--- config.mk ---
export PLATFORM = sky130hd
export DESIGN_NAME = pc_sequencer
export DESIGN_NICKNAME = d
export VERILOG_FILES = /design/src/rtl/pc_sequencer.sv
export SDC_FILE = /design/constraint.sdc
export NUM_CORES = 1
export LEC_CHECK = 0
export CAP_MARGIN = 20
export CORE_MARGIN = 2
export CORE_UTILIZATION = 50
export CTS_BUF_LIST = sky130_fd_sc_hd__clkbuf_2 sky130_fd_sc_hd__clkbuf_4 sky130_fd_sc_hd__clkbuf_8
export CTS_CLUSTER_SIZE = 16
export DETAILED_ROUTE_END_ITERATION = 12
export DONT_BUFFER_PORTS = 1
export PLACE_DENSITY = 0.72
export SETUP_SLACK_MARGIN = 0.15
export SYNTH_ARGS = -nofsm -noshare
export SYNTH_HDL_FRONTEND = slang
export SYNTH_SLANG_ARGS = --single-unit
--- constraint.sdc ---
create_clock -name clk -period 3.5 [get_ports clk]
set_input_delay 0.7 -clock clk [delete_from_list [all_inputs] [get_ports clk]]
set_output_delay 0.7 -clock clk [all_outputs]
set_load 0.01 [all_outputs]
--- src/rtl/pc_sequencer.sv ---
// Program-counter sequencer with a return-address LIFO, stall, and overflow/underflow fault detection.
// Define PC_SEQ_IRQ_EN to add the irq/irq_ack interrupt entry path.
module pc_sequencer #(
    parameter int                    PC_WIDTH    = 8,
    parameter int                    STACK_DEPTH = 8,
    parameter logic [PC_WIDTH-1:0]   RESET_ADDR  = '0,
    parameter logic [PC_WIDTH-1:0]   IRQ_VECTOR  = 8'hF0,
    parameter int                    DEPTH_W     = $clog2(STACK_DEPTH + 1)
) (
    input  logic                clk,
    input  logic                rst,
    input  logic                stall,
    input  logic                jmp,
    input  logic                cal,
    input  logic                ret,
`ifdef PC_SEQ_IRQ_EN
    input  logic                irq,
    output logic                irq_ack,
`endif
    input  logic [PC_WIDTH-1:0] jmp_addr,
    output logic [PC_WIDTH-1:0] instr_addr,
    output logic [DEPTH_W-1:0]  stack_depth,
    output logic                stack_full,
    output logic                stack_empty,
    output logic                fault,
    output logic [1:0]          fault_code
);

    localparam int IDX_W = (STACK_DEPTH > 1) ? $clog2(STACK_DEPTH) : 1;

    typedef enum logic {
        ST_RUN   = 1'b0,
        ST_FAULT = 1'b1
    } state_t;

    state_t                 state_q, state_d;
    logic [PC_WIDTH-1:0]    pc_q, pc_d;
    logic [DEPTH_W-1:0]     depth_q, depth_d;
    logic [1:0]             code_q, code_d;
    logic [PC_WIDTH-1:0]    stack_q [STACK_DEPTH];

    logic                   push_en;
    logic [PC_WIDTH-1:0]    push_data;
    logic [IDX_W-1:0]       push_idx;
    logic [IDX_W-1:0]       top_idx;
    logic [PC_WIDTH-1:0]    pc_inc;
    logic                   full;
    logic                   empty;

`ifdef PC_SEQ_IRQ_EN
    logic                   irq_mask_q, irq_mask_d;
    logic                   irq_ack_q, irq_ack_d;
`endif

    assign pc_inc   = pc_q + PC_WIDTH'(1);
    assign full     = (depth_q == DEPTH_W'(STACK_DEPTH));
    assign empty    = (depth_q == '0);
    assign push_idx = IDX_W'(depth_q);
    assign top_idx  = IDX_W'(depth_q - DEPTH_W'(1));

    // Row order below is the event priority; the first match wins.
    always_comb begin
        state_d   = state_q;
        pc_d      = pc_q;
        depth_d   = depth_q;
        code_d    = code_q;
        push_en   = 1'b0;
        push_data = pc_inc;
`ifdef PC_SEQ_IRQ_EN
        irq_mask_d = irq_mask_q;
        irq_ack_d  = 1'b0;
`endif
        case (state_q)
            ST_RUN: begin
                if (stall) begin
                    pc_d = pc_q;
                end
`ifdef PC_SEQ_IRQ_EN
                else if (irq && !irq_mask_q && !full) begin
                    push_en    = 1'b1;
                    push_data  = pc_q;
                    depth_d    = depth_q + DEPTH_W'(1);
                    pc_d       = IRQ_VECTOR;
                    irq_ack_d  = 1'b1;
                    irq_mask_d = 1'b1;
                end
`endif
                else if (cal && ret) begin
                    state_d = ST_FAULT;
                    code_d  = 2'b11;
                end else if (cal && full) begin
                    state_d = ST_FAULT;
                    code_d  = 2'b01;
                end else if (ret && empty) begin
                    state_d = ST_FAULT;
                    code_d  = 2'b10;
                end else if (ret) begin
                    pc_d    = stack_q[top_idx];
                    depth_d = depth_q - DEPTH_W'(1);
`ifdef PC_SEQ_IRQ_EN
                    irq_mask_d = 1'b0;
`endif
                end else if (cal) begin
                    push_en = 1'b1;
                    depth_d = depth_q + DEPTH_W'(1);
                    pc_d    = jmp_addr;
                end else if (jmp) begin
                    pc_d = jmp_addr;
                end else begin
                    pc_d = pc_inc;
                end
            end
            ST_FAULT: begin
                state_d = ST_FAULT;
            end
            default: begin
                state_d = ST_RUN;
            end
        endcase
    end

    always_ff @(posedge clk) begin
        if (!rst) begin
            state_q <= ST_RUN;
            pc_q    <= RESET_ADDR;
            depth_q <= '0;
            code_q  <= 2'b00;
`ifdef PC_SEQ_IRQ_EN
            irq_mask_q <= 1'b0;
            irq_ack_q  <= 1'b0;
`endif
        end else begin
            state_q <= state_d;
            pc_q    <= pc_d;
            depth_q <= depth_d;
            code_q  <= code_d;
`ifdef PC_SEQ_IRQ_EN
            irq_mask_q <= irq_mask_d;
            irq_ack_q  <= irq_ack_d;
`endif
        end
    end

    // Stack storage is deliberately not reset; only depth_q defines validity.
    always_ff @(posedge clk) begin
        if (rst && push_en) begin
            stack_q[push_idx] <= push_data;
        end
    end

    assign instr_addr  = pc_q;
    assign stack_depth = depth_q;
    assign stack_full  = full;
    assign stack_empty = empty;
    assign fault       = (state_q == ST_FAULT);
    assign fault_code  = code_q;
`ifdef PC_SEQ_IRQ_EN
    assign irq_ack     = irq_ack_q;
`endif

endmodule

==> reports/results.txt, run 1 <==
The tree is rooted in a sky130_fd_sc_hd__clkbuf_8. The routability-driven placement congestion ratio was 0.841. For this design the static power due to leakage is 1.23 nW. Most common flop cell mapped by yosys: sky130_fd_sc_hd__edfxtp_1.

Timing analysis after detailed placement gives a worst setup slack of 0.935 ns. The critical hold path startpoint was rst. After routing, the total negative slack on setup checks comes to 0 ns. For the initial cell density of the core, the log shows 0.514.

The net switching fraction of the power was 0.243. The run finished with clean final reports. Setup repair after global routing left no endpoint under its margin.

For this block, the initial DRC count from the detailed router was 183. For the peak supply drop, the log shows 0.261 mV. The number of global-route vias before repair came out at 2094. The average vias per placed instance is 6.35. The largest driver fanout on the critical path was 10; the detailed placement HPWL was 4.92 mm. The logs give 3 for the maximum level of the CTS H-tree and 30 for the number of placement rows. After the last flow step, the layout net total stands at 263. Critical path data required time: 3.73 ns.

The internal power of the cells totals 1.50 mW. In this run the cell area of the synthesized design comes to 3470 um2. TritonCTS built the clock tree. Hold is met by 0.461 ns. The final critical-path share of the clock period works out to 0.722.

The run gives 0.545 as the relative contribution of sequential cells to total power. Nature of the critical path endpoint: a flip-flop. Sorting the synthesized cells by how often they occur yields sky130_fd_sc_hd__edfxtp_1 (64), sky130_fd_sc_hd__mux4_2 (16), sky130_fd_sc_hd__dfxtp_1 (15). The clock reaches the later pin of the worst-skew pair after 0.35 ns. For this run, the detailed router's first-pass iteration total came to 4.

In this run, post-CTS repair resized a total of 0 instances. The global-route total usage across every layer is 0.218. For hold timing, the worst endpoint is fault. The share of final-layout standard cells stronger than drive strength 1 is 0.191.

The count of nets left with antenna violations once routing finished came out at 0. Global routing finished with a remaining overflow of 0. The routed length per placed instance was 23.1 um; the die height was 87.3 um. For this design the total switching power over the nets is 479 uW. Counting along the longest clock path gives a buffer depth of 2. The combinational power share was 0.110; the number of buffers added on ports was 0.

sky130_fd_sc_hd__edfxtp_1 is the most common cell in the netlist. The biggest area contributor in the post-synthesis netlist is sky130_fd_sc_hd__edfxtp_1. The area share of the largest cell type after synthesis was 0.554.

The worst register-to-register path ends at instr_addr[1]. The average instance area after synthesis was 14.7 um2. For the pin with the worst max-slew slack, the measured transition is 0.774 ns. Die span in x: 87.3 um.

The worst path in the final design needs a cycle of 2.53 ns, including I/O delays and setup. The fraction of the yosys area taken by sequential cells is 0.640, and the number of failing hold endpoints at the final stage is 0. The power density over cell area was 520 nW/um2.

The worst register-to-register path has a depth of 7. The first global-routing pass estimated 11.7 mm of wire. For the clock buffer count from CTS, the log shows 9.

The Yosys step of the flow raised 0 warnings. Number of flops mapped to enable cells by yosys: 64. The tools report the peak clock frequency supported by timing as 396 MHz. Number of antenna violations at the first check in global routing: 1.

In the routed design, unresolved DRC markers number 0. The fraction of power consumed by the clock network is 0.345, and the register bit count reported by yosys is 79. In this run the critical register-to-register path is launched from stack_depth[1]. Entering global routing, the biggest net connects 23 pins. The min-delay analysis places its worst path in the category in2reg. In this run the count of I/O pins placed on the die edge is 31. The final layout contains routed wiring with a total length of 7.66 mm. For the worst reg-to-reg setup slack, the log shows 0.97 ns. The final setup violation count came out at 0.

The tools report the data arrival time of the worst path as 2.75 ns. The tools report the full die area as 7630 um2. The nature of the critical path startpoint was a flip-flop.

The count of max-cap constraint violations is 0, and the maximum clock skew at final layout is 0.00853 ns. Compared with the post-synthesis result, the final layout area differs by 9.37%. The number of max-slew violations in the final report was 0. The post-synthesis async set-or-reset flop share was 0; the total via count after detailed routing was 2107. In the post-synthesis netlist, the biggest area contributors are sky130_fd_sc_hd__edfxtp_1 (55%), sky130_fd_sc_hd__mux4_2 (10%), sky130_fd_sc_hd__dfxtp_1 (8.6%). Hold repair after CTS inserted 0 buffers. The kind of critical path is reg2reg. Net count after synthesis: 254.

After clock tree synthesis, the clock-pin slew on the worst setup and hold paths is 0.08 ns. Clock tree synthesis found a total of 79 sinks. The region available for standard cell placement spans 6760 um2. Once the clock tree was built, the setup fixing pass inserted 0 buffers.

In this run, distinct cell masters in the synthesized netlist total 46. Counting every instance in the synthesized netlist gives 237. In the post-route analysis, the smallest setup slack over all paths is 0.974 ns. The relative slew slack was 0.484; the cell depth of the worst hold path was 1.
-- state kept, by name, indices dropped and copies added, names as in the netlist --
name,count
fault,1
fault_code,2
instr_addr,8
stack_depth,4
stack_q,64
-- power groups by stage --
stage	clock network (mW)	registers, mW	logic [mW]
final	0.681	1.08	0.217
after global routing	0.728	1.08	0.239
after CTS	0.694	1.08	0.218
after detailed placement	0	1.10	0.217
after global placement	0	1.10	0.212
after floorplan	0	1.09	0.177
-- cell families (layout without fill, tap and decap cells) --
group           count (synthesis)  after routing  share of synthesized area
fa+ha+maj                       3              3                     0.0108
buf+inv                        18             32                     0.0231
xor+xnor                        6              6                     0.0151
mux                            24             24                      0.129
compound gates                 46             46                     0.0901
flops                          79             79                      0.640
simple gates                   61             61                     0.0919
other cells                     0              1                          0
-- metrics by stage --
| step | cell area [um2] | total power [mW] | std cells | util |
|---|---|---|---|---|
| 2_1_floorplan | 3470 | 1.27 | 237 | - |
| 3_3_place_gp | 3590 | 1.31 | 315 | 0.532 |
| 3_5_place_dp | 3590 | 1.32 | 315 | 0.532 |
| 4_1_cts | 3790 | 1.99 | 331 | 0.562 |
| 5_1_grt | 3800 | 2.05 | 332 | 0.562 |
| 6_report | 3800 | 1.98 | 332 | 0.562 |
-- worst max path at each step --
stage,from,end,slack (ns),depth (start not counted)
after CTS,stack_depth[1],instr_addr[1],0.92,7
after global placement,stack_depth[1],instr_addr[1],1.01,7
after global routing,stack_depth[1],instr_addr[1],0.72,7
final,stack_depth[1],instr_addr[1],0.97,7
after floorplan,stack_depth[0],stack_q[1][0],0.67,8
after detailed placement,stack_depth[1],instr_addr[1],0.94,7
-- final cells by class --
| cell class | instances | area [um2] |
|---|---|---|
| diodes | 1 | 2.50 |
| fillers | 521 | 2960 |
| repair buffers | 11 | 82.6 |
| clock inverters | 5 | 56.3 |
| clock buffers | 11 | 145 |
| multi-input cells | 140 | 1170 |
| inverters | 5 | 18.8 |
| well taps | 80 | 100 |
| flip-flops and latches | 79 | 2220 |
-- layout by cell type (no fill, tap or decap), types with 3 or more instances in the layout --
cell	Yosys	routed
sky130_fd_sc_hd__o21ai_0	12	12
sky130_fd_sc_hd__a41oi_1	3	3
sky130_fd_sc_hd__buf_4	0	11
sky130_fd_sc_hd__nand4_1	3	3
sky130_fd_sc_hd__nor3_1	5	5
sky130_fd_sc_hd__dfxtp_1	15	15
sky130_fd_sc_hd__nor2_1	12	12
sky130_fd_sc_hd__ha_1	3	3
sky130_fd_sc_hd__nor2b_1	7	7
sky130_fd_sc_hd__and3_1	3	3
sky130_fd_sc_hd__inv_1	4	4
sky130_fd_sc_hd__o21a_1	3	3
sky130_fd_sc_hd__a31oi_1	3	3
sky130_fd_sc_hd__edfxtp_1	64	64
sky130_fd_sc_hd__clkbuf_8	0	10
sky130_fd_sc_hd__a21oi_1	9	9
sky130_fd_sc_hd__xnor2_1	5	5
sky130_fd_sc_hd__mux2i_1	5	5
sky130_fd_sc_hd__nand3_1	8	8
sky130_fd_sc_hd__a211oi_1	4	4
sky130_fd_sc_hd__nand2_1	11	11
sky130_fd_sc_hd__mux4_2	16	16
-- metal layers --
| metal | track usage | up-vias | wire length, um |
|---|---|---|---|
| met5 | 0 | - | 0 |
| met4 | 0.0965 | 0 | 80 |
| met3 | 0.0645 | 7 | 596 |
| met2 | 0.329 | 79 | 3680 |
| met1 | 0.296 | 1068 | 3300 |
| li1 | - | 953 | - |
-- critical path: stages, from the launching register on --
cell and delay (ns):
sky130_fd_sc_hd__dfxtp_1 0.54, sky130_fd_sc_hd__inv_1 0.14, sky130_fd_sc_hd__ha_1 0.69, sky130_fd_sc_hd__buf_4 0.29
sky130_fd_sc_hd__mux4_2 0.29, sky130_fd_sc_hd__nor2b_1 0.14, sky130_fd_sc_hd__a211oi_1 0.22, sky130_fd_sc_hd__o41ai_1 0.10
Power figures use the tool's default switching activity.
==> run 2, diff against run 1 <==
--- a/config.mk
+++ b/config.mk
@@ -12,7 +12,7 @@
 export CTS_CLUSTER_SIZE = 16
 export DETAILED_ROUTE_END_ITERATION = 12
 export DONT_BUFFER_PORTS = 1
-export PLACE_DENSITY = 0.72
+export PLACE_DENSITY = 0.75
 export SETUP_SLACK_MARGIN = 0.15
 export SYNTH_ARGS = -nofsm -noshare
 export SYNTH_HDL_FRONTEND = slang
==> constraint.sdc (replaced) <==
create_clock -name clk -period 2.1 [get_ports clk]
set_input_delay 0.42 -clock clk [delete_from_list [all_inputs] [get_ports clk]]
set_output_delay 0.42 -clock clk [all_outputs]
set_load 0.01 [all_outputs]
==> run 2 against run 1 <==
- core utilization increased by 4.1 points
- register-to-register slack worse by 0.80 ns
- wire length rose by 0.93%
- count of clock-buffer cells in the layout down 1
- sequential share of layout area is 3.9 points lower
- cell area up 7.4%
- first-iteration DRC count fell by 15%
- critical path type unchanged
- critical endpoint is now stack_q[7][6]
- largest power group unchanged
==> reports/results.txt, run 2 (same netlist as run 1, synthesis figures left out) <==
The flow ran to the end, and the final reports show no timing, DRC or antenna violations. The final setup violation count was 0 (unchanged); the flip-flop count of the largest register, all copies and words added was 64 (unchanged). The tools report the cell area reported after detailed placement as 3740 um2 (+4.1%). The detailed placement HPWL came out at 5.09 mm (+3.5%). The power density over cell area came out at 858 nW/um2 (+65%).

The number of antenna violations at the first check in global routing was 0 (-1). The shortest clock period the worst path allows after layout was 1.92 ns (-0.601 ns). The tools report the nature of the critical path endpoint as a flip-flop. The run gives 11.7 mm (+0.36%) as the first-pass GRT wire length. Final-stage net count: 278 (+5.7%). Slew at the pin with the worst max-slew slack: 0.666 ns (-0.108 ns). For the worst slack at placement, the log shows 0.175 ns (-0.760 ns).

The leakage power of the design was 1.33 nW (+8.2%). For the relative slew slack, the log shows 0.554 (+0.0706). The run gives 2142 (+2.3%) as the number of global-route vias before repair.

The final global-route overflow total came out at 0 (unchanged). The tools report the area of the core region as 6760 um2 (unchanged). On the critical path, the stage with the largest delay is an instance of sky130_fd_sc_hd__dfxtp_4.

The tools report the routability-driven placement congestion ratio as 0.859 (+2.1%). The critical path data required time came out at 2.13 ns (-1.60 ns). The kind of critical path was reg2reg. The worst hold path belongs to the class in2reg. The delay of the slowest cell on the worst path came out at 0.37 ns (-0.32 ns). The post-route worst setup slack was 0.175 ns (-0.799 ns).

The largest driver fanout on the critical path came out at 8 (-2). The area growth from synthesis to layout is 17.4%. Most flop-heavy register: stack_q. The die height was 87.3 um (unchanged). The final critical-path share of the clock period came out at 0.917 (+0.195). On the critical path the largest part of the delay comes from simple AND/OR/NAND/NOR gates. The count of hold-fix buffers inserted at cts is 0 (unchanged).

The clock buffer count from CTS is 9 (unchanged). The number of buffers added on ports came out at 0 (unchanged). The tree is rooted in a sky130_fd_sc_hd__clkbuf_8. The clock tree buffer depth came out at 2 (unchanged). Number of placement rows: 30 (unchanged). For the final standard cell count with taps included and fillers excluded, the log shows 346 (+4.2%).

Setup repair after global routing could not meet its margin everywhere. The finished layout cell area was 4080 um2 (+7.4%); the largest net degree at the start of global routing was 23 (unchanged). The number of cells in the design after placement came out at 320 (+1.6%). For the iteration-0 DRC count of the detailed router, the log shows 156 (-15%). The initial cell density of the core came out at 0.514 (unchanged).

The number of max-slew violations in the final report is 0 (unchanged). The leading cell type in the layout, fill and taps excluded is sky130_fd_sc_hd__edfxtp_1. The die span in x works out to 87.3 um (unchanged).

The tools report the maximum clock skew at final layout as 0.00623 ns (-0.00230 ns). Average vias per placed instance: 6.37 (+0.37%). TritonCTS built the clock tree. The clock net sink count was 79 (unchanged); the routed length per placed instance was 22.3 um (-3.2%).

The share of final-layout standard cells stronger than drive strength 1 was 0.305 (+0.113). For the number of failing hold endpoints at the final stage, the log shows 0 (unchanged). For the total via count after detailed routing, the log shows 2204 (+4.6%). The remaining antenna violation count after routing was 0 (unchanged). The worst setup path is launched from a flip-flop. The logs give 0.18 ns (-0.80 ns) for the worst reg-to-reg setup slack and 0.604 (+0.0415) for the final cell utilization of the core.

Total wire length: 7.73 mm (+0.93%). For the full die area, the log shows 7630 um2 (unchanged). The insertion delay of the later-clocked pin in the worst-skew pair is 0.36 ns (about the same). The clock-pin slew on the worst setup and hold paths is 0.08 ns (about the same), and the peak supply drop is 0.641 mV (+150%). Detailed-router iteration count before antenna repair: 4 (unchanged).

The tools report the maximum level of the CTS H-tree as 3 (unchanged). Leaving out fill and tap cells, the most frequent cells in the layout are sky130_fd_sc_hd__edfxtp_1 (64), sky130_fd_sc_hd__buf_4 (21), sky130_fd_sc_hd__mux4_2 (16), sky130_fd_sc_hd__o21ai_0 (12), sky130_fd_sc_hd__dfxtp_1 (12). For the count of max-cap constraint violations, the log shows 0 (unchanged). The total DRC errors in the routed layout is 0 (unchanged). The global-route total usage across every layer was 0.217 (-0.000980).

The sum of buffers and inverters on the critical path was 2 (unchanged). The antenna diode count was 0 (-1); the data arrival time of the worst path was 1.96 ns (-0.79 ns). The peak clock frequency supported by timing is 520 MHz (+31%). Walking the worst path, the cells encountered are inv_4 > ha_4 > and3b_2 > nor2b_2 > nand4_1 > buf_6 > nor2_4. For the number of placed I/O pins, the log shows 31 (unchanged).
==> run 2: repair_timing <==
action / CTS / global route
setup buffers: 0 / 10
gates resized for setup: 0 / 6
setup endpoints to repair: 0 / 46
==> run 2: final timing paths <==
kind,from,end,depth (start not counted)
worst max register to register,stack_depth[0],stack_q[7][6],7
worst min register to register,fault_code[0],fault_code[0],2
worst min-delay path,rst,fault,1
worst max-delay path,stack_depth[0],stack_q[7][6],7
==> run 2: area by class of cell <==
| class | instances | area (um2) |
|---|---|---|
| well taps | 80 | 100 |
| clock inverters | 6 | 92.6 |
| flip-flops and latches | 79 | 2230 |
| repair buffers | 26 | 240 |
| multi-input cells | 140 | 1260 |
| clock buffers | 10 | 131 |
| inverters | 5 | 21.3 |
| fillers | 497 | 2680 |
==> run 2: worst register-to-register path, stage by stage (launching register included) <==
cell and delay (ns):
sky130_fd_sc_hd__dfxtp_4 0.37, sky130_fd_sc_hd__inv_4 0.04, sky130_fd_sc_hd__ha_4 0.16, sky130_fd_sc_hd__and3b_2 0.20
sky130_fd_sc_hd__nor2b_2 0.13, sky130_fd_sc_hd__nand4_1 0.22, sky130_fd_sc_hd__buf_6 0.22, sky130_fd_sc_hd__nor2_4 0.27
==> run 2: layer usage <==
layer  up-vias  global-route usage  part of all wire
li1        985                   -                 -
met1      1119               0.281              0.41
met2        87               0.348              0.49
met3        13              0.0540             0.080
met4         0              0.0979             0.023
met5         -                   0                 0
==> run 2: power breakdown <==
| part | leakage [nW] | switching (mW) | internal (mW) | total (mW) |
|---|---|---|---|---|
| registers | 0.704 | 0.0475 | 1.74 | 1.79 |
| clock network | 0.107 | 0.561 | 0.688 | 1.25 |
| logic | 0.516 | 0.238 | 0.224 | 0.462 |
==> run 2: metrics by stage <==
stage	total power, mW	hold slack (ns)	setup TNS (ns)
3_3_place_gp	2.24	0.514	0
2_1_floorplan	2.15	0.494	-9.56
3_5_place_dp	2.25	0.516	0
6_report	3.50	0.185	0
4_1_cts	3.49	0.175	0
5_1_grt	3.62	0.180	0
